## src/rtl/punc_control_if.sv

```systemverilog
// Control/datapath bundle for punc_control: instruction and condition codes in,
// datapath steering and write strobes out.
interface punc_control_if;
    logic [15:0] ir;
    logic        n;
    logic        z;
    logic        p;
    logic        ir_ld;
    logic        pc_ld;
    logic [1:0]  pc_sel;
    logic [1:0]  mem_addr_sel;
    logic        mdr_ld;
    logic        mem_w_en;
    logic [2:0]  rf_raddr0;
    logic [2:0]  rf_raddr1;
    logic [2:0]  rf_waddr;
    logic        rf_w_en;
    logic [1:0]  rf_wsel;
    logic        alu_a_sel;
    logic        alu_b_sel;
    logic [1:0]  alu_op;
    logic [15:0] imm;
    logic        cc_ld;
    logic        halted;
    logic [2:0]  state;

    modport master (
        input  ir, n, z, p,
        output ir_ld, pc_ld, pc_sel, mem_addr_sel, mdr_ld, mem_w_en,
               rf_raddr0, rf_raddr1, rf_waddr, rf_w_en, rf_wsel,
               alu_a_sel, alu_b_sel, alu_op, imm, cc_ld, halted, state
    );

    modport slave (
        output ir, n, z, p,
        input  ir_ld, pc_ld, pc_sel, mem_addr_sel, mdr_ld, mem_w_en,
               rf_raddr0, rf_raddr1, rf_waddr, rf_w_en, rf_wsel,
               alu_a_sel, alu_b_sel, alu_op, imm, cc_ld, halted, state
    );
endinterface

```

## src/rtl/punc_control.sv

```systemverilog
// Multi-cycle control FSM for the PUnC LC-3 style datapath. Only the state is
// registered; every control output is decoded from state, ir and n/z/p.
module punc_control (
    input  logic           clk,
    input  logic           rst,
    punc_control_if.master bus
);

    typedef enum logic [2:0] {
        StFetch  = 3'd0,
        StDecode = 3'd1,
        StExec   = 3'd2,
        StExec2  = 3'd3,
        StHalt   = 3'd4
    } state_e;

    localparam logic [3:0] OpBr   = 4'b0000;
    localparam logic [3:0] OpAdd  = 4'b0001;
    localparam logic [3:0] OpLd   = 4'b0010;
    localparam logic [3:0] OpSt   = 4'b0011;
    localparam logic [3:0] OpJsr  = 4'b0100;
    localparam logic [3:0] OpAnd  = 4'b0101;
    localparam logic [3:0] OpLdr  = 4'b0110;
    localparam logic [3:0] OpStr  = 4'b0111;
    localparam logic [3:0] OpRsv8 = 4'b1000;
    localparam logic [3:0] OpNot  = 4'b1001;
    localparam logic [3:0] OpLdi  = 4'b1010;
    localparam logic [3:0] OpSti  = 4'b1011;
    localparam logic [3:0] OpJmp  = 4'b1100;
    localparam logic [3:0] OpRsvD = 4'b1101;
    localparam logic [3:0] OpLea  = 4'b1110;
    localparam logic [3:0] OpTrap = 4'b1111;

    localparam logic [1:0] PcInc = 2'd0;
    localparam logic [1:0] PcAlu = 2'd1;
    localparam logic [1:0] PcRf  = 2'd2;

    localparam logic [1:0] AddrPc  = 2'd0;
    localparam logic [1:0] AddrAlu = 2'd1;
    localparam logic [1:0] AddrMdr = 2'd2;

    localparam logic [1:0] WselAlu = 2'd0;
    localparam logic [1:0] WselMem = 2'd1;
    localparam logic [1:0] WselPc  = 2'd2;

    localparam logic [1:0] AluAdd = 2'd0;
    localparam logic [1:0] AluAnd = 2'd1;
    localparam logic [1:0] AluNot = 2'd3;

    localparam logic [7:0] HaltVector = 8'h25;

    state_e state_q, state_d;

    logic [3:0]  opcode;
    logic        br_taken;
    logic        is_halt_trap;
    logic [15:0] imm5;
    logic [15:0] imm6;
    logic [15:0] imm9;
    logic [15:0] imm11;

    assign opcode       = bus.ir[15:12];
    assign br_taken     = (bus.ir[11] & bus.n) | (bus.ir[10] & bus.z) | (bus.ir[9] & bus.p);
    assign is_halt_trap = (opcode == OpTrap) && (bus.ir[7:0] == HaltVector);
    assign imm5         = {{11{bus.ir[4]}}, bus.ir[4:0]};
    assign imm6         = {{10{bus.ir[5]}}, bus.ir[5:0]};
    assign imm9         = {{7{bus.ir[8]}}, bus.ir[8:0]};
    assign imm11        = {{5{bus.ir[10]}}, bus.ir[10:0]};

    always_ff @(posedge clk) begin
        if (!rst) begin
            state_q <= StFetch;
        end else begin
            state_q <= state_d;
        end
    end

    always_comb begin
        state_d = state_q;
        unique case (state_q)
            StFetch:  state_d = StDecode;
            StDecode: state_d = ((opcode == OpRsv8) || (opcode == OpRsvD)) ? StFetch : StExec;
            StExec: begin
                if ((opcode == OpLdi) || (opcode == OpSti)) begin
                    state_d = StExec2;
                end else if (is_halt_trap) begin
                    state_d = StHalt;
                end else begin
                    state_d = StFetch;
                end
            end
            StExec2:  state_d = StFetch;
            StHalt:   state_d = StHalt;
            default:  state_d = StFetch;
        endcase
    end

    always_comb begin
        bus.ir_ld        = 1'b0;
        bus.pc_ld        = 1'b0;
        bus.pc_sel       = PcInc;
        bus.mem_addr_sel = AddrPc;
        bus.mdr_ld       = 1'b0;
        bus.mem_w_en     = 1'b0;
        bus.rf_raddr0    = 3'd0;
        bus.rf_raddr1    = 3'd0;
        bus.rf_waddr     = 3'd0;
        bus.rf_w_en      = 1'b0;
        bus.rf_wsel      = WselAlu;
        bus.alu_a_sel    = 1'b0;
        bus.alu_b_sel    = 1'b0;
        bus.alu_op       = AluAdd;
        bus.imm          = 16'd0;
        bus.cc_ld        = 1'b0;
        bus.state        = state_q;
        bus.halted       = (state_q == StHalt);

        unique case (state_q)
            StFetch: begin
                bus.mem_addr_sel = AddrPc;
                bus.ir_ld        = 1'b1;
                bus.pc_ld        = 1'b1;
                bus.pc_sel       = PcInc;
            end
            StExec: begin
                unique case (opcode)
                    OpAdd, OpAnd: begin
                        bus.rf_raddr0 = bus.ir[8:6];
                        bus.rf_raddr1 = bus.ir[2:0];
                        bus.alu_a_sel = 1'b1;
                        bus.alu_b_sel = ~bus.ir[5];
                        bus.imm       = imm5;
                        bus.alu_op    = (opcode == OpAnd) ? AluAnd : AluAdd;
                        bus.rf_waddr  = bus.ir[11:9];
                        bus.rf_wsel   = WselAlu;
                        bus.rf_w_en   = 1'b1;
                        bus.cc_ld     = 1'b1;
                    end
                    OpNot: begin
                        bus.rf_raddr0 = bus.ir[8:6];
                        bus.alu_a_sel = 1'b1;
                        bus.alu_op    = AluNot;
                        bus.rf_waddr  = bus.ir[11:9];
                        bus.rf_wsel   = WselAlu;
                        bus.rf_w_en   = 1'b1;
                        bus.cc_ld     = 1'b1;
                    end
                    OpBr: begin
                        if (br_taken) begin
                            bus.pc_ld  = 1'b1;
                            bus.pc_sel = PcAlu;
                            bus.imm    = imm9;
                            bus.alu_op = AluAdd;
                        end
                    end
                    OpJmp: begin
                        bus.pc_ld     = 1'b1;
                        bus.pc_sel    = PcRf;
                        bus.rf_raddr0 = bus.ir[8:6];
                    end
                    OpJsr: begin
                        // PC already holds the return address after FETCH, so R7 gets it directly.
                        bus.rf_waddr = 3'd7;
                        bus.rf_wsel  = WselPc;
                        bus.rf_w_en  = 1'b1;
                        bus.pc_ld    = 1'b1;
                        if (bus.ir[11]) begin
                            bus.pc_sel = PcAlu;
                            bus.imm    = imm11;
                            bus.alu_op = AluAdd;
                        end else begin
                            bus.pc_sel    = PcRf;
                            bus.rf_raddr0 = bus.ir[8:6];
                        end
                    end
                    OpLd, OpLea: begin
                        bus.imm      = imm9;
                        bus.alu_op   = AluAdd;
                        bus.rf_waddr = bus.ir[11:9];
                        bus.rf_w_en  = 1'b1;
                        bus.cc_ld    = 1'b1;
                        if (opcode == OpLd) begin
                            bus.mem_addr_sel = AddrAlu;
                            bus.rf_wsel      = WselMem;
                        end
                    end
                    OpLdr: begin
                        bus.rf_raddr0    = bus.ir[8:6];
                        bus.alu_a_sel    = 1'b1;
                        bus.imm          = imm6;
                        bus.alu_op       = AluAdd;
                        bus.mem_addr_sel = AddrAlu;
                        bus.rf_wsel      = WselMem;
                        bus.rf_waddr     = bus.ir[11:9];
                        bus.rf_w_en      = 1'b1;
                        bus.cc_ld        = 1'b1;
                    end
                    OpSt: begin
                        bus.imm          = imm9;
                        bus.alu_op       = AluAdd;
                        bus.mem_addr_sel = AddrAlu;
                        bus.rf_raddr1    = bus.ir[11:9];
                        bus.mem_w_en     = 1'b1;
                    end
                    OpStr: begin
                        bus.rf_raddr0    = bus.ir[8:6];
                        bus.alu_a_sel    = 1'b1;
                        bus.imm          = imm6;
                        bus.alu_op       = AluAdd;
                        bus.mem_addr_sel = AddrAlu;
                        bus.rf_raddr1    = bus.ir[11:9];
                        bus.mem_w_en     = 1'b1;
                    end
                    OpLdi, OpSti: begin
                        // First hop fetches the pointer into MDR; EXEC2 uses it as the address.
                        bus.imm          = imm9;
                        bus.alu_op       = AluAdd;
                        bus.mem_addr_sel = AddrAlu;
                        bus.mdr_ld       = 1'b1;
                    end
                    default: begin
                    end
                endcase
            end
            StExec2: begin
                if (opcode == OpLdi) begin
                    bus.mem_addr_sel = AddrMdr;
                    bus.rf_waddr     = bus.ir[11:9];
                    bus.rf_wsel      = WselMem;
                    bus.rf_w_en      = 1'b1;
                    bus.cc_ld        = 1'b1;
                end else if (opcode == OpSti) begin
                    bus.mem_addr_sel = AddrMdr;
                    bus.rf_raddr1    = bus.ir[11:9];
                    bus.mem_w_en     = 1'b1;
                end
            end
            default: begin
            end
        endcase

        // Reset masks every write strobe so an abandoned instruction leaves no trace.
        if (!rst) begin
            bus.ir_ld    = 1'b0;
            bus.pc_ld    = 1'b0;
            bus.mdr_ld   = 1'b0;
            bus.mem_w_en = 1'b0;
            bus.rf_w_en  = 1'b0;
            bus.cc_ld    = 1'b0;
        end
    end

endmodule
```

## src/flat_wrapper.sv

```systemverilog
// flat-port wrapper written by rule: the top's interface ports become plain ports
module punc_control_flat 
  (clk, rst, bus_ir, bus_n, bus_z, bus_p, bus_ir_ld, bus_pc_ld, bus_pc_sel, bus_mem_addr_sel, bus_mdr_ld, bus_mem_w_en, bus_rf_raddr0, bus_rf_raddr1, bus_rf_waddr, bus_rf_w_en, bus_rf_wsel, bus_alu_a_sel, bus_alu_b_sel, bus_alu_op, bus_imm, bus_cc_ld, bus_halted, bus_state);
  punc_control_if bus_i ();
  input  logic clk;
  input  logic rst;
  input wire logic [$bits(bus_i.ir)-1:0] bus_ir;
  input wire logic [$bits(bus_i.n)-1:0] bus_n;
  input wire logic [$bits(bus_i.z)-1:0] bus_z;
  input wire logic [$bits(bus_i.p)-1:0] bus_p;
  output wire logic [$bits(bus_i.ir_ld)-1:0] bus_ir_ld;
  output wire logic [$bits(bus_i.pc_ld)-1:0] bus_pc_ld;
  output wire logic [$bits(bus_i.pc_sel)-1:0] bus_pc_sel;
  output wire logic [$bits(bus_i.mem_addr_sel)-1:0] bus_mem_addr_sel;
  output wire logic [$bits(bus_i.mdr_ld)-1:0] bus_mdr_ld;
  output wire logic [$bits(bus_i.mem_w_en)-1:0] bus_mem_w_en;
  output wire logic [$bits(bus_i.rf_raddr0)-1:0] bus_rf_raddr0;
  output wire logic [$bits(bus_i.rf_raddr1)-1:0] bus_rf_raddr1;
  output wire logic [$bits(bus_i.rf_waddr)-1:0] bus_rf_waddr;
  output wire logic [$bits(bus_i.rf_w_en)-1:0] bus_rf_w_en;
  output wire logic [$bits(bus_i.rf_wsel)-1:0] bus_rf_wsel;
  output wire logic [$bits(bus_i.alu_a_sel)-1:0] bus_alu_a_sel;
  output wire logic [$bits(bus_i.alu_b_sel)-1:0] bus_alu_b_sel;
  output wire logic [$bits(bus_i.alu_op)-1:0] bus_alu_op;
  output wire logic [$bits(bus_i.imm)-1:0] bus_imm;
  output wire logic [$bits(bus_i.cc_ld)-1:0] bus_cc_ld;
  output wire logic [$bits(bus_i.halted)-1:0] bus_halted;
  output wire logic [$bits(bus_i.state)-1:0] bus_state;
  assign bus_i.ir = bus_ir;
  assign bus_i.n = bus_n;
  assign bus_i.z = bus_z;
  assign bus_i.p = bus_p;
  assign bus_ir_ld = bus_i.ir_ld;
  assign bus_pc_ld = bus_i.pc_ld;
  assign bus_pc_sel = bus_i.pc_sel;
  assign bus_mem_addr_sel = bus_i.mem_addr_sel;
  assign bus_mdr_ld = bus_i.mdr_ld;
  assign bus_mem_w_en = bus_i.mem_w_en;
  assign bus_rf_raddr0 = bus_i.rf_raddr0;
  assign bus_rf_raddr1 = bus_i.rf_raddr1;
  assign bus_rf_waddr = bus_i.rf_waddr;
  assign bus_rf_w_en = bus_i.rf_w_en;
  assign bus_rf_wsel = bus_i.rf_wsel;
  assign bus_alu_a_sel = bus_i.alu_a_sel;
  assign bus_alu_b_sel = bus_i.alu_b_sel;
  assign bus_alu_op = bus_i.alu_op;
  assign bus_imm = bus_i.imm;
  assign bus_cc_ld = bus_i.cc_ld;
  assign bus_halted = bus_i.halted;
  assign bus_state = bus_i.state;
  punc_control u_core (.clk(clk), .rst(rst), .bus(bus_i));
endmodule
```

## config.mk

```make
export PLATFORM = sky130hd
export DESIGN_NAME = punc_control_flat
export DESIGN_NICKNAME = d
export VERILOG_FILES = /design/src/rtl/punc_control_if.sv /design/src/rtl/punc_control.sv /design/src/flat_wrapper.sv
export SDC_FILE = /design/constraint.sdc
export NUM_CORES = 1
export LEC_CHECK = 0
export BUFFER_PORTS_ARGS = -buffer_cell sky130_fd_sc_hd__clkbuf_2
export CORE_MARGIN = 4
export CORE_UTILIZATION = 35
export CTS_CLUSTER_DIAMETER = 200
export DETAILED_ROUTE_END_ITERATION = 7
export GPL_TIMING_DRIVEN = 1
export PLACE_DENSITY = 0.87
export RECOVER_POWER = 100
export SETUP_SLACK_MARGIN = 0.2
export SLEW_MARGIN = 20
export SYNTH_ARGS = -nofsm -noshare
export SYNTH_HDL_FRONTEND = slang
export SYNTH_SLANG_ARGS = --single-unit
export TNS_END_PERCENT = 100
```

## constraint.sdc

```tcl
create_clock -name clk -period 1.48 [get_ports clk]
set_input_delay 0.074 -clock clk [delete_from_list [all_inputs] [get_ports clk]]
set_output_delay 0.074 -clock clk [all_outputs]
set_load 0.01 [all_outputs]
```

# After elaboration in Yosys (flattened, before gate mapping)
# Cells that the tools add are included.
[totals]
reg_bits = 3
input_bits = 21
output_inout_bits = 45
elab_cells = 102
[op_classes]
n_eq_ne = 20
n_mux = 58
n_bitwise = 6
n_reduce_logical = 17
[ops]
columns = ["op", "n"]
rows = [
  ["$pmux W16 S5", 1],
  ["$mux W16", 3],
  ["$eq A4 B4 Y1 const B", 8],
  ["$pmux W3 S2", 5],
  ["$mux W1", 24],
  ["$mux W3", 7],
  ["$eq A4 B3 Y1 const B", 4],
  ["$pmux W2 S2", 4],
  ["$reduce_or A5 Y1", 3],
  ["$mux W2", 6],
  ["$pmux W2 S3", 2],
  ["$pmux W3 S4", 1],
  ["$reduce_or A2 Y1", 6],
  ["$reduce_or A6 Y1", 2],
  ["$pmux W1 S2", 5],
  ["$eq A4 B2 Y1 const B", 2],
  ["$eq A8 B6 Y1 const B", 1],
  ["$reduce_or A7 Y1", 1],
  ["$eq A3 B2 Y1 const B", 2],
  ["$eq A4 B1 Y1 const B", 1],
  ["$logic_not A4 Y1", 1],
  ["$and A1 B1 Y1", 3],
  ["$eq A3 B1 Y1 const B", 1],
  ["$eq A3 B3 Y1 const B", 1],
  ["other kinds (5)", 7],
]

# Longest topological paths before layout
# Gate-level depths: netlist (run 1).
[depth]
depth_word = 7
depth_mapped = 7
depth_no_buf = 4

# Worst setup path after synthesis (run 1)
# Ideal clock, no wire load.
[synth_path]
path_kind = "register to output"
start = "reg u_core.state_q[0] (netlist: u_core.bus.state[0])"
end = "out bus_imm[11]"
t_arrival_ns = 1.793
required_time_ns = 1.406
setup_slack_ns = -0.387
stages_incl_launch_ff = 6
path_buffers = 2
path_cell_list = "dfxtp_1 clkbuf_1 or3b_2 a21o_1 a31oi_1 buf_4"
[synth_via]
elab_chain_len = 2
[synth_rtl]
columns = ["item", "line", "source"]
rows = [
  ["from (decl)", "punc_control.sv:52", "state_e state_q, state_d;"],
  ["from (signal assigned)", "punc_control.sv:72", "state_q <= StFetch;"],
  ["from (signal assigned)", "punc_control.sv:74", "state_q <= state_d;"],
  ["$eq A3 B2 Y1", "punc_control.sv:118", "unique case (state_q)"],
  ["$mux W16", "punc_control.sv:118", ""],
  ["to (decl)", "flat_wrapper.sv:25", "output wire logic [$bits(bus_i.imm)-1:0] bus_imm;"],
]
# Every way passes these cells.

# Final worst setup path (run 1)
[layout_path]
start = "reg u_core.state_q[0] (netlist: u_core.bus.state[0])"
end = "out bus_imm[5]"
# The elaborated chain is that of the path after synthesis.

==> results.py, run 1 <==
metrics = {
    "outcome": {
        "run_status": "finished, violations left",
        "violations": "setup timing",
    },
    "pwr": {
        "cellPowerDensity_mw_per_mm2": 454.0,
        "pwr-share-seq": 0.114,
        "p_clk_frac": 0.200,
        "p_int_uw": 466.7,
        "p_sw_uw": 378.1,
        "total_power_uw": 844.8,
        "power_frac_comb": 0.685,
        "switching_share": 0.4475,
        "power.leakage_nw": 0.9525,
        "peakVddDrop_mv": 0.5488,
    },
    "setup_path": {
        "cp.required_ps": 1410,
        "start_kind": "register",
        "path_max_fanout": 4,
        "cp.arrival_ps": 1720,
        "endpoint_kind": "output pin",
        "crit_type": "reg -> out",
    },
    "finish": {
        "largest_register_ffs": 3,
        "nFillCells": 110,
        "area.growth.synth_to_final_pct": 126.7,
        "multiInputGateArea_um2": 948.4,
        "final-seq-area_um2": 66.31,
        "fin_nets": 246,
        "design_area_mm2": 0.001861,
        "antenna_cells": 0,
        "layout-drive-gt1-share": 0.6830,
    },
    "synthesis": {
        "yosysMostFrequentCell": "nand2_1",
        "yosysWarningCount": 0,
        "synth_nets": 148,
        "syn_area_um2": 820.8,
        "ys_ff_latch": 3,
        "synthCells": 127,
        "netlist_top_cells_area": "dfxtp_1 (7.3%), nand2_1 (5.5%), nor3b_1 (5.5%)",
        "synth-seq-area-share": 0.07317,
        "synth_edf_count": 0,
        "yosysUniqueCellTypes": 44,
        "synth_top_area_frac": 0.07317,
        "yosysTopAreaCell": "dfxtp_1",
        "ys.flop_type": "dfxtp_1",
        "synth.avg_cell_area_um2": 6.463,
        "synth_async_sr_flop_share": 0,
        "ys_top_cells_by_count": "nand2_1 (12), nor2_1 (9), a21oi_1 (7), inv_1 (7)",
    },
    "grt": {
        "grt_usage": 0.2601,
        "overflow": 0,
        "antenna_found_initial": 0,
        "grt_pass1_vias": 1352,
        "grt_max_degree": 14,
        "grt_pass1_wl_mm": 6.520,
    },
    "clock_tree": {
        "cts.path.max_buffers": 2,
        "cts_max_level": 1,
        "cts_tree": "yes",
        "cts.sinks": 3,
        "insertion_delay_ps": 260,
        "cts_buffers": 3,
        "worst_setup_hold_path_clk_slew_ps": 50,
        "cts_root_buf": "clkbuf_4",
    },
    "floorplanning": {
        "die_x_um": 56.43,
        "pin_count": 66,
        "die-area_mm2": 0.003184,
        "rows": 17,
        "core_mm2": 0.002212,
        "start_util": 0.3710,
        "fp.dieH_um": 56.43,
    },
    "routing": {
        "vias": 1548,
        "drt_first_iter_violations": 110,
        "viasPerCell": 6.143,
        "drtPass1Iterations": 6,
        "routedWlPerCell_um": 21.52,
        "antenna_left": 0,
        "remaining_drc_errors": 0,
        "finalWirelength_mm": 5.422,
    },
    "timing": {
        "timing.final.ws_setup_ps": -310.6,
        "slew_violations": 0,
        "maxSlewHeadroom": 0.5027,
        "fin_crit_ps": 1791,
        "max_slew.worst_pin.slew_ps": 736.6,
        "skew_ps": 13.52,
        "rsz0062_at_grt": "true",
        "hold_viol_final": 0,
        "min_period_over_period": 1.210,
        "fmax_mhz": 558.5,
        "setup_viol_count_final": 43,
    },
    "placement": {
        "place.gp.congestion": 0.8576,
        "io_buffers": 65,
        "place_area_mm2": 0.001341,
        "dp_hpwl_mm": 2.718,
    },
    "min_path": {
        "hp-class": "in -> reg",
    },
    "flow_run": {
        "drv_cap": 0,
    },
}
==> area by class of cell <==
class | instances | share of cell area
sequential | 3 | 0.03564
multi-input combinational | 104 | 0.5098
inverter | 7 | 0.01412
timing repair buffer | 106 | 0.4075
clock buffer | 4 | 0.01412
tap | 28 | 0.01883
==> worst paths after layout <==
| kind | cells after the start | end | slack, ps | startpoint |
|---|---|---|---|---|
| min | 2 | u_core.bus.state[2] | 160 | rst |
| max reg2reg | 8 | u_core.bus.state[1] | -30 | u_core.bus.state[1] |
| max | 5 | bus_imm[5] | -310 | u_core.bus.state[0] |
| min reg2reg | 3 | u_core.bus.state[1] | 630 | u_core.bus.state[2] |
==> cell families after synthesis <==
group | Yosys count | synth area share
simple gates | 64 | 0.4543
compound gates | 39 | 0.3415
buf+inv | 20 | 0.1204
flops | 3 | 0.07317
xor+xnor | 1 | 0.01067
==> critical path, stage by stage, from the launching register on <==
cell and delay (ps):
dfxtp_4 360, or3b_4 450, nor2_1 210, a22o_4 180, a21o_1 130, clkbuf_2 130
==> per-stage QoR <==
step                  util  setup TNS, ps  cells  hold slack, ps  worst slack (ps)
floorplan                -         -333.1    127           191.8            -66.63
global placement    0.6063              0    230           358.3             29.48
detailed placement  0.6063         -4.268    230           374.3            -3.086
CTS                 0.7364          -4807    247           126.7            -212.3
global route        0.8411         -11180    252           155.0            -342.4
finish              0.8411          -9125    252           158.2            -310.6
==> cell usage in the layout, fill, tap and decap left out, types with 2 or more instances in the layout <==
cell,count
clkbuf_2,23
nor2b_1,3
o311ai_0,2
nor3b_2,3
buf_2,27
a21oi_1,2
nor3b_4,3
o21ai_2,2
nor2_4,3
inv_1,6
and3_4,4
and2_4,2
nor2_1,4
clkbuf_4,3
nor2_2,2
and2_1,2
buf_4,29
buf_6,23
a21o_1,5
nor3_2,2
nand2b_1,6
a21oi_2,5
nand3_1,2
a22o_1,4
o21ai_1,2
nand2_1,9
dfxtp_2,2
nand4_1,2
clkbuf_1,4
o21ai_0,2
==> routing by layer <==
metal  global-route usage  up-vias  wire length (µm)
met5                    0        -                 0
met4               0.1797        0               442
met3              0.05057       48               508
met2               0.4455      145              2586
met1               0.2834      695              1884
li1                     -      660                 -
==> power groups by stage <==
stage	registers, mW	clock network [mW]	logic (mW)
3_3_place_gp	0.0952	0	0.344
5_1_grt	0.0973	0.181	0.601
2_1_floorplan	0.0995	0	0.194
4_1_cts	0.0945	0.151	0.451
3_5_place_dp	0.0958	0	0.349
6_report	0.0967	0.169	0.579
==> what timing repair did <==
item / in CTS / in global routing
setup buffers: 13 / 5
endpoints found under the setup margin: 43 / 45
gates resized for setup: 36 / 82
hold buffers: 0 / 0
pin swaps: 18 / 20
No activity file was read; power rests on OpenSTA's default activity.
==> run 2: changes to the inputs <==
--- a/config.mk
+++ b/config.mk
@@ -5,16 +5,16 @@
 export SDC_FILE = /design/constraint.sdc
 export NUM_CORES = 1
 export LEC_CHECK = 0
-export BUFFER_PORTS_ARGS = -buffer_cell sky130_fd_sc_hd__clkbuf_2
 export CORE_MARGIN = 4
-export CORE_UTILIZATION = 35
+export CORE_UTILIZATION = 56
 export CTS_CLUSTER_DIAMETER = 200
 export DETAILED_ROUTE_END_ITERATION = 7
+export DONT_BUFFER_PORTS = 1
 export GPL_TIMING_DRIVEN = 1
-export PLACE_DENSITY = 0.87
+export PLACE_DENSITY = 0.85
 export RECOVER_POWER = 100
 export SETUP_SLACK_MARGIN = 0.2
-export SLEW_MARGIN = 20
+export SLEW_MARGIN = 5
 export SYNTH_ARGS = -nofsm -noshare
 export SYNTH_HDL_FRONTEND = slang
 export SYNTH_SLANG_ARGS = --single-unit
==> results.py, run 2 <==
metrics = {
    "synthesis": {
        "ys_top_cells_by_count": "nand2_1 (12), nor2_1 (9), a21oi_1 (7), inv_1 (7)",
        "syn_area_um2": 820.8,
        "synth-xor-area-share": 0.01067,
        "yosysUniqueCellTypes": 44,
        "synthAdderAreaFrac": 0,
        "synth_top_family_by_area": "simple AND/OR/NAND/NOR gates",
        "synth-seq-area-share": 0.07317,
        "synth_top_area_frac": 0.07317,
        "synth_nets": 148,
        "synth.avg_cell_area_um2": 6.463,
        "yosysMostFrequentCell": "nand2_1",
        "synth_edf_count": 0,
        "synth_compound_area_frac": 0.3415,
        "synthCells": 127,
        "synth_async_sr_flop_share": 0,
        "yosysTopAreaCell": "dfxtp_1",
        "netlist_top_cells_area": "dfxtp_1 (7.3%), nand2_1 (5.5%), nor3b_1 (5.5%)",
        "ys_ff_latch": 3,
        "yosysWarningCount": 0,
        "muxShareOfSynthArea": 0,
        "ys.flop_type": "dfxtp_1",
        "synth-simple-area-share": 0.4543,
    },
    "placement": {
        "dp_hpwl_mm": 2.271,
        "place.gp.congestion": 0.8417,
        "io_buffers": 0,
    },
    "timing": {
        "worstEpCategory": "top-level output",
        "worst_endpoint": "bus_imm[10]",
    },
    "floorplanning": {
        "pin_count": 66,
        "die_x_um": 46.29,
        "start_util": 0.6154,
        "fp.dieH_um": 46.29,
        "rows": 13,
    },
    "outcome": {
        "firstError": "[ERROR DPL-0038] Utilization greater than 100%, impossible to legalize",
        "run_status": "did not finish",
        "haltStage": "5_1_grt",
    },
    "clock_tree": {
        "cts_root_buf": "clkbuf_4",
        "cts.sinks": 3,
        "cts_buffers": 3,
        "cts_max_level": 1,
        "cts.path.max_buffers": 2,
    },
    "grt": {
        "grt_max_degree": 21,
    },
}
==> run 2: kinds of logic after synthesis <==
family	count (synthesis)
AO/OA/AOI/OAI	39
flip-flops	3
XOR/XNOR	1
AND/OR/NAND/NOR	64
buffers and inverters	20
==> run 2: what timing repair did <==
action	in CTS
endpoints found under the setup margin	43
pin swaps	17
resized for setup	43
hold buffers	2
endpoints found under the hold margin	2
buffers inserted	8
cloned	0
==> run 2: stage by stage <==
stage | setup slack (ps) | cell area [µm²] | cells | utilization
after detailed placement | 71.56 | 967.2 | 146 | 0.7251
after CTS | -152.6 | 1282 | 160 | 0.9615
after global placement | 128.4 | 967.2 | 146 | 0.7251
after floorplan | -66.63 | 910.9 | 127 | -
==> run 3: changes to the inputs <==
--- a/config.mk
+++ b/config.mk
@@ -5,15 +5,13 @@
 export SDC_FILE = /design/constraint.sdc
 export NUM_CORES = 1
 export LEC_CHECK = 0
-export CORE_MARGIN = 4
-export CORE_UTILIZATION = 56
-export CTS_CLUSTER_DIAMETER = 200
+export CORE_AREA = 4 4 65 67
 export DETAILED_ROUTE_END_ITERATION = 7
+export DIE_AREA = 0 0 69 71
 export DONT_BUFFER_PORTS = 1
 export GPL_TIMING_DRIVEN = 1
-export PLACE_DENSITY = 0.85
+export PLACE_DENSITY_LB_ADDON = 0.15
 export RECOVER_POWER = 100
-export SETUP_SLACK_MARGIN = 0.2
 export SLEW_MARGIN = 5
 export SYNTH_ARGS = -nofsm -noshare
 export SYNTH_HDL_FRONTEND = slang
==> constraint.sdc (replaced) <==
create_clock -name clk -period 1.9 [get_ports clk]
set_input_delay 0.095 -clock clk [delete_from_list [all_inputs] [get_ports clk]]
set_output_delay 0.095 -clock clk [all_outputs]
set_load 0.01 [all_outputs]
==> results.py, run 3 (synthesis gave the netlist of run 1 again) <==
metrics = {
    "floorplanning": {
        "die_x_um": 69,
        "fp.dieH_um": 71,
        "pin_count": 66,
        "core_mm2": 0.003633,
        "rows": 22,
        "die-area_mm2": 0.004899,
        "start_util": 0.2259,
    },
    "pwr": {
        "p_int_uw": 274.9,
        "power_frac_comb": 0.371,
        "power.leakage_nw": 0.4002,
        "p_sw_uw": 145.0,
        "switching_share": 0.3454,
        "cellPowerDensity_mw_per_mm2": 443.3,
        "pwr-share-seq": 0.180,
        "p_clk_frac": 0.449,
        "total_power_uw": 419.9,
        "peakVddDrop_mv": 0.1825,
    },
    "setup_path": {
        "crit_type": "reg -> out",
        "path_max_fanout": 9,
        "start_kind": "register",
        "endpoint_kind": "output pin",
        "cp.arrival_ps": 1700,
        "cp.required_ps": 1800,
    },
    "clock_tree": {
        "ctsHoldBuffers": 0,
        "worst_setup_hold_path_clk_slew_ps": 30,
        "cts_max_level": 1,
        "cts.path.max_buffers": 2,
        "cts.sinks": 3,
        "cts_root_buf": "clkbuf_8",
        "cts_tree": "yes",
        "insertion_delay_ps": 220,
        "cts_buffers": 3,
    },
    "timing": {
        "max_slew.worst_pin.slew_ps": 447.0,
        "min_period_over_period": 0.9443,
        "fin_setup_tns_ps": 0,
        "fmax_mhz": 557.4,
        "setup_viol_count_final": 0,
        "skew_ps": 0.3497,
        "rsz0062_at_grt": "false",
        "hold_viol_final": 0,
        "fin_crit_ps": 1794,
        "slew_violations": 0,
        "maxSlewHeadroom": 0.6973,
    },
    "routing": {
        "vias": 979,
        "antenna_left": 0,
        "finalWirelength_mm": 3.253,
        "viasPerCell": 5.321,
        "drt_first_iter_violations": 57,
        "routedWlPerCell_um": 17.68,
        "drtPass1Iterations": 4,
        "remaining_drc_errors": 0,
    },
    "placement": {
        "dp_cells": 180,
        "dp_hpwl_mm": 2.584,
        "io_buffers": 0,
        "place.gp.congestion": 0.7622,
    },
    "grt": {
        "overflow": 0,
        "grt_usage": 0.1282,
        "grt_pass1_vias": 966,
        "grt_max_degree": 21,
        "antenna_found_initial": 0,
        "grt_pass1_wl_mm": 5.237,
    },
    "finish": {
        "fin_cells": 184,
        "layout_commonest_cell": "clkbuf_1",
        "final_cell_mix": "clkbuf_1 (14), nand2_1 (12), nor2_1 (9)",
        "area.growth.synth_to_final_pct": 15.40,
        "antenna_cells": 0,
        "layout-drive-gt1-share": 0.09559,
        "fin_nets": 158,
        "largest_register_ffs": 3,
    },
    "min_path": {
        "hp-class": "in -> reg",
    },
    "flow_run": {
        "drv_cap": 0,
    },
    "outcome": {
        "run_status": "completed",
    },
}
==> run 3: worst max-delay path, stage by stage (launching register included) <==
cell	delay [ps]
dfxtp_1	360
or3b_2	540
a21o_1	200
a31oi_1	180
buf_6	200
==> run 3: repair_timing <==
item                                    CTS  global route
gates resized for setup                   2             2
endpoints found under the setup margin    6             2
setup buffers                             0             0
==> run 3: per-layer routing <==
layer	vias up	share of wire	track usage
met4	0	0.0058	0.01952
met3	2	0.067	0.04119
met5	-	0	0
li1	483	-	-
met2	31	0.50	0.2225
met1	463	0.43	0.1575
==> run 3: power groups by stage <==
stage / logic, mW / clock network (mW) / registers [mW]
floorplan: 0.133 / 0 / 0.0760
detailed placement: 0.164 / 0 / 0.0766
finish: 0.156 / 0.188 / 0.0756
global placement: 0.166 / 0 / 0.0760
global route: 0.175 / 0.204 / 0.0768
CTS: 0.167 / 0.195 / 0.0756
==> run 3: final timing paths <==
path | depth (start not counted) | start | to | slack [ps]
worst min register to register | 1 | u_core.bus.state[2] | u_core.bus.state[1] | 520
worst min-delay path | 1 | rst | u_core.bus.state[2] | 5
worst max-delay path | 4 | u_core.bus.state[0] | bus_imm[11] | 110
worst max register to register | 5 | u_core.bus.state[0] | u_core.bus.state[2] | 470
==> run 3: stage by stage <==
step / hold slack (ps) / area [µm²] / setup WS (ps) / utilization
2_1_floorplan: 212.8 / 820.8 / 12.08 / -
3_3_place_gp: 229.5 / 947.2 / 269.9 / 0.2607
3_5_place_dp: 231.0 / 947.2 / 207.8 / 0.2607
4_1_cts: 3.775 / 998.5 / 88.67 / 0.2748
5_1_grt: 11.63 / 947.2 / 8.340 / 0.2607
6_report: 5.271 / 947.2 / 105.9 / 0.2607
==> run 3: cell type report <==
| class | instances | area, µm² |
|---|---|---|
| Multi-Input combinational cell | 104 | 665.6 |
| Sequential cell | 3 | 60.06 |
| Clock buffer | 4 | 45.04 |
| Tap cell | 48 | 60.06 |
| Timing Repair Buffer | 18 | 90.09 |
| Inverter | 7 | 26.28 |
| Fill cell | 446 | 2686 |
==> run 4: changes to the inputs <==
--- a/config.mk
+++ b/config.mk
@@ -5,10 +5,12 @@
 export SDC_FILE = /design/constraint.sdc
 export NUM_CORES = 1
 export LEC_CHECK = 0
+export ABC_AREA = 1
+export BUFFER_PORTS_ARGS = -buffer_cell sky130_fd_sc_hd__clkbuf_2
+export CAP_MARGIN = 20
 export CORE_AREA = 4 4 65 67
 export DETAILED_ROUTE_END_ITERATION = 7
 export DIE_AREA = 0 0 69 71
-export DONT_BUFFER_PORTS = 1
 export GPL_TIMING_DRIVEN = 1
 export PLACE_DENSITY_LB_ADDON = 0.15
 export RECOVER_POWER = 100
==> results.py, run 4 <==
metrics = {
    "placement": {
        "dp_cells": 272,
        "place.gp.congestion": 0.7952,
        "io_buffers": 65,
        "post-place-ws_ps": 489.4,
        "dp_hpwl_mm": 2.776,
    },
    "timing": {
        "slew_violations": 0,
        "rsz0062_at_grt": "false",
        "maxSlewHeadroom": 0.7246,
        "max_slew.worst_pin.slew_ps": 413.1,
        "min_period_over_period": 0.8556,
        "timing.final.ws_setup_ps": 274.4,
        "skew_ps": 0.5295,
        "fin_crit_ps": 1626,
        "hold_viol_final": 0,
        "fin_setup_tns_ps": 0,
        "setup_viol_count_final": 0,
        "fmax_mhz": 615.1,
    },
    "routing": {
        "drt_first_iter_violations": 40,
        "routedWlPerCell_um": 11.72,
        "vias": 1221,
        "dr_wl_met3_um": 239,
        "drt-met1-wl_mm": 1.420,
        "remaining_drc_errors": 0,
        "antenna_left": 0,
        "top_layer_used": "met3",
        "dr_wl_met2_mm": 1.575,
        "viasPerCell": 4.424,
        "drtPass1Iterations": 4,
        "finalWirelength_mm": 3.235,
    },
    "min_path": {
        "hold_path_end": "u_core.bus.state[0]",
        "hold_depth": 3,
        "hp-start": "rst",
        "hp-class": "in -> reg",
    },
    "setup_path": {
        "worst-r2r-cell-count": 5,
        "cp.required_ps": 1800,
        "endpoint_kind": "output pin",
        "start_kind": "register",
        "path_max_fanout": 10,
        "regToRegEndpoint": "u_core.bus.state[2]",
        "crit_type": "reg -> out",
        "reg2reg_from": "u_core.bus.state[2]",
        "cp.arrival_ps": 1530,
        "reg2reg_slack_ps": 790,
    },
    "synthesis": {
        "synth-seq-area-share": 0.07262,
        "synthCells": 165,
        "syn_area_um2": 827.0,
        "synth_top_area_frac": 0.1498,
        "ys_top_cells_by_count": "nand2_1 (33), nor2_1 (26), inv_1 (24)",
        "yosysTopAreaCell": "nand2_1",
        "synth_async_sr_flop_share": 0,
        "synth.avg_cell_area_um2": 5.012,
        "yosysMostFrequentCell": "nand2_1",
        "synth_edf_count": 0,
        "yosysWarningCount": 0,
        "netlist_top_cells_area": "nand2_1 (15%), nor2_1 (12%), nand3_1 (11%)",
        "ys_ff_latch": 3,
        "ys.flop_type": "dfxtp_1",
        "synth_nets": 186,
        "yosysUniqueCellTypes": 26,
    },
    "finish": {
        "fin_nets": 250,
        "fin_cells": 276,
        "largest_register_ffs": 3,
        "antenna_cells": 0,
        "layout-drive-gt1-share": 0.2061,
        "area.growth.synth_to_final_pct": 39.64,
        "final_cell_mix": "clkbuf_1 (43), nand2_1 (34), nor2_1 (27)",
        "layout_commonest_cell": "clkbuf_1",
    },
    "clock_tree": {
        "cts_root_buf": "clkbuf_8",
        "cts_buffers": 3,
        "worst_setup_hold_path_clk_slew_ps": 30,
        "cts_tree": "yes",
        "cts.path.max_buffers": 2,
        "post-cts-setup-buffers": 0,
        "cts_max_level": 1,
        "cts.sinks": 3,
        "insertion_delay_ps": 210,
        "cts_resized": 0,
        "ctsHoldBuffers": 0,
    },
    "floorplanning": {
        "die-area_mm2": 0.004899,
        "fp.dieH_um": 71,
        "pin_count": 66,
        "die_x_um": 69,
        "core_mm2": 0.003633,
        "rows": 22,
        "start_util": 0.2276,
    },
    "pwr": {
        "cellPowerDensity_mw_per_mm2": 383.9,
        "power.leakage_nw": 0.6120,
        "peakVddDrop_mv": 0.3067,
    },
    "outcome": {
        "run_status": "completed",
    },
    "grt": {
        "antenna_found_initial": 0,
        "grt_max_degree": 17,
        "grt_usage": 0.1293,
        "overflow": 0,
        "grt_pass1_wl_mm": 5.361,
        "grt_pass1_vias": 1202,
    },
    "flow_run": {
        "drv_cap": 0,
    },
}
[run 4: per-layer routing]
layer,global-route usage,vias up
li1,-,653
met1,0.1583,532
met2,0.2331,36
met3,0.02273,0
met4,0.03254,0
met5,0,-
[run 4: layout make-up]
class | instances | area (µm²)
well taps | 48 | 60.06
flip-flops and latches | 3 | 60.06
inverters | 32 | 121.4
fillers | 485 | 2479
multi-input cells | 123 | 588.1
repair buffers | 66 | 280.3
clock buffers | 4 | 45.04
[run 4: worst max-delay path by stage]
| stage | startpoint | to | slack (ps) | depth (start not counted) |
|---|---|---|---|---|
| after global placement | u_core.bus.state[2] | bus_rf_waddr[2] | 510 | 8 |
| final | u_core.bus.state[2] | bus_rf_waddr[2] | 270 | 8 |
| after global routing | u_core.bus.state[0] | bus_rf_waddr[2] | 110 | 8 |
| after floorplan | u_core.bus.state[2] | bus_imm[11] | 470 | 5 |
| after CTS | u_core.bus.state[2] | bus_rf_waddr[2] | 270 | 8 |
| after detailed placement | bus_ir[13] | bus_imm[12] | 490 | 8 |
[run 4: through the flow]
stage,total power [mW],util,hold WS (ps),cell area (µm²)
floorplan,0.1962,-,237.5,827.0
global placement,0.2737,0.3213,424.1,1167
detailed placement,0.2716,0.3213,405.7,1167
CTS,0.4592,0.3337,189.5,1212
global route,0.4827,0.3178,206.0,1155
finish,0.4434,0.3178,183.1,1155
[run 4: report_power, final]
group	internal, mW	total, mW	switching [mW]
registers	0.0675	0.0721	0.00459
clock network	0.143	0.182	0.0391
logic	0.0628	0.189	0.127
[run 4: cell families after synthesis]
logic type / Yosys count / synth area share
DFF: 3 / 0.07262
buffers and inverters: 39 / 0.2103
AOI/OAI and AO/OA: 22 / 0.1498
and+or+nand+nor: 101 / 0.5673
[run 4: worst max-delay path, stage by stage (launching register included)]
cell	delay [ps]
dfxtp_1	320
nor2_1	110
nand2_1	110
inv_2	200
nand2_2	120
inv_2	90
nor2_1	40
a31oi_1	150
clkbuf_1	170
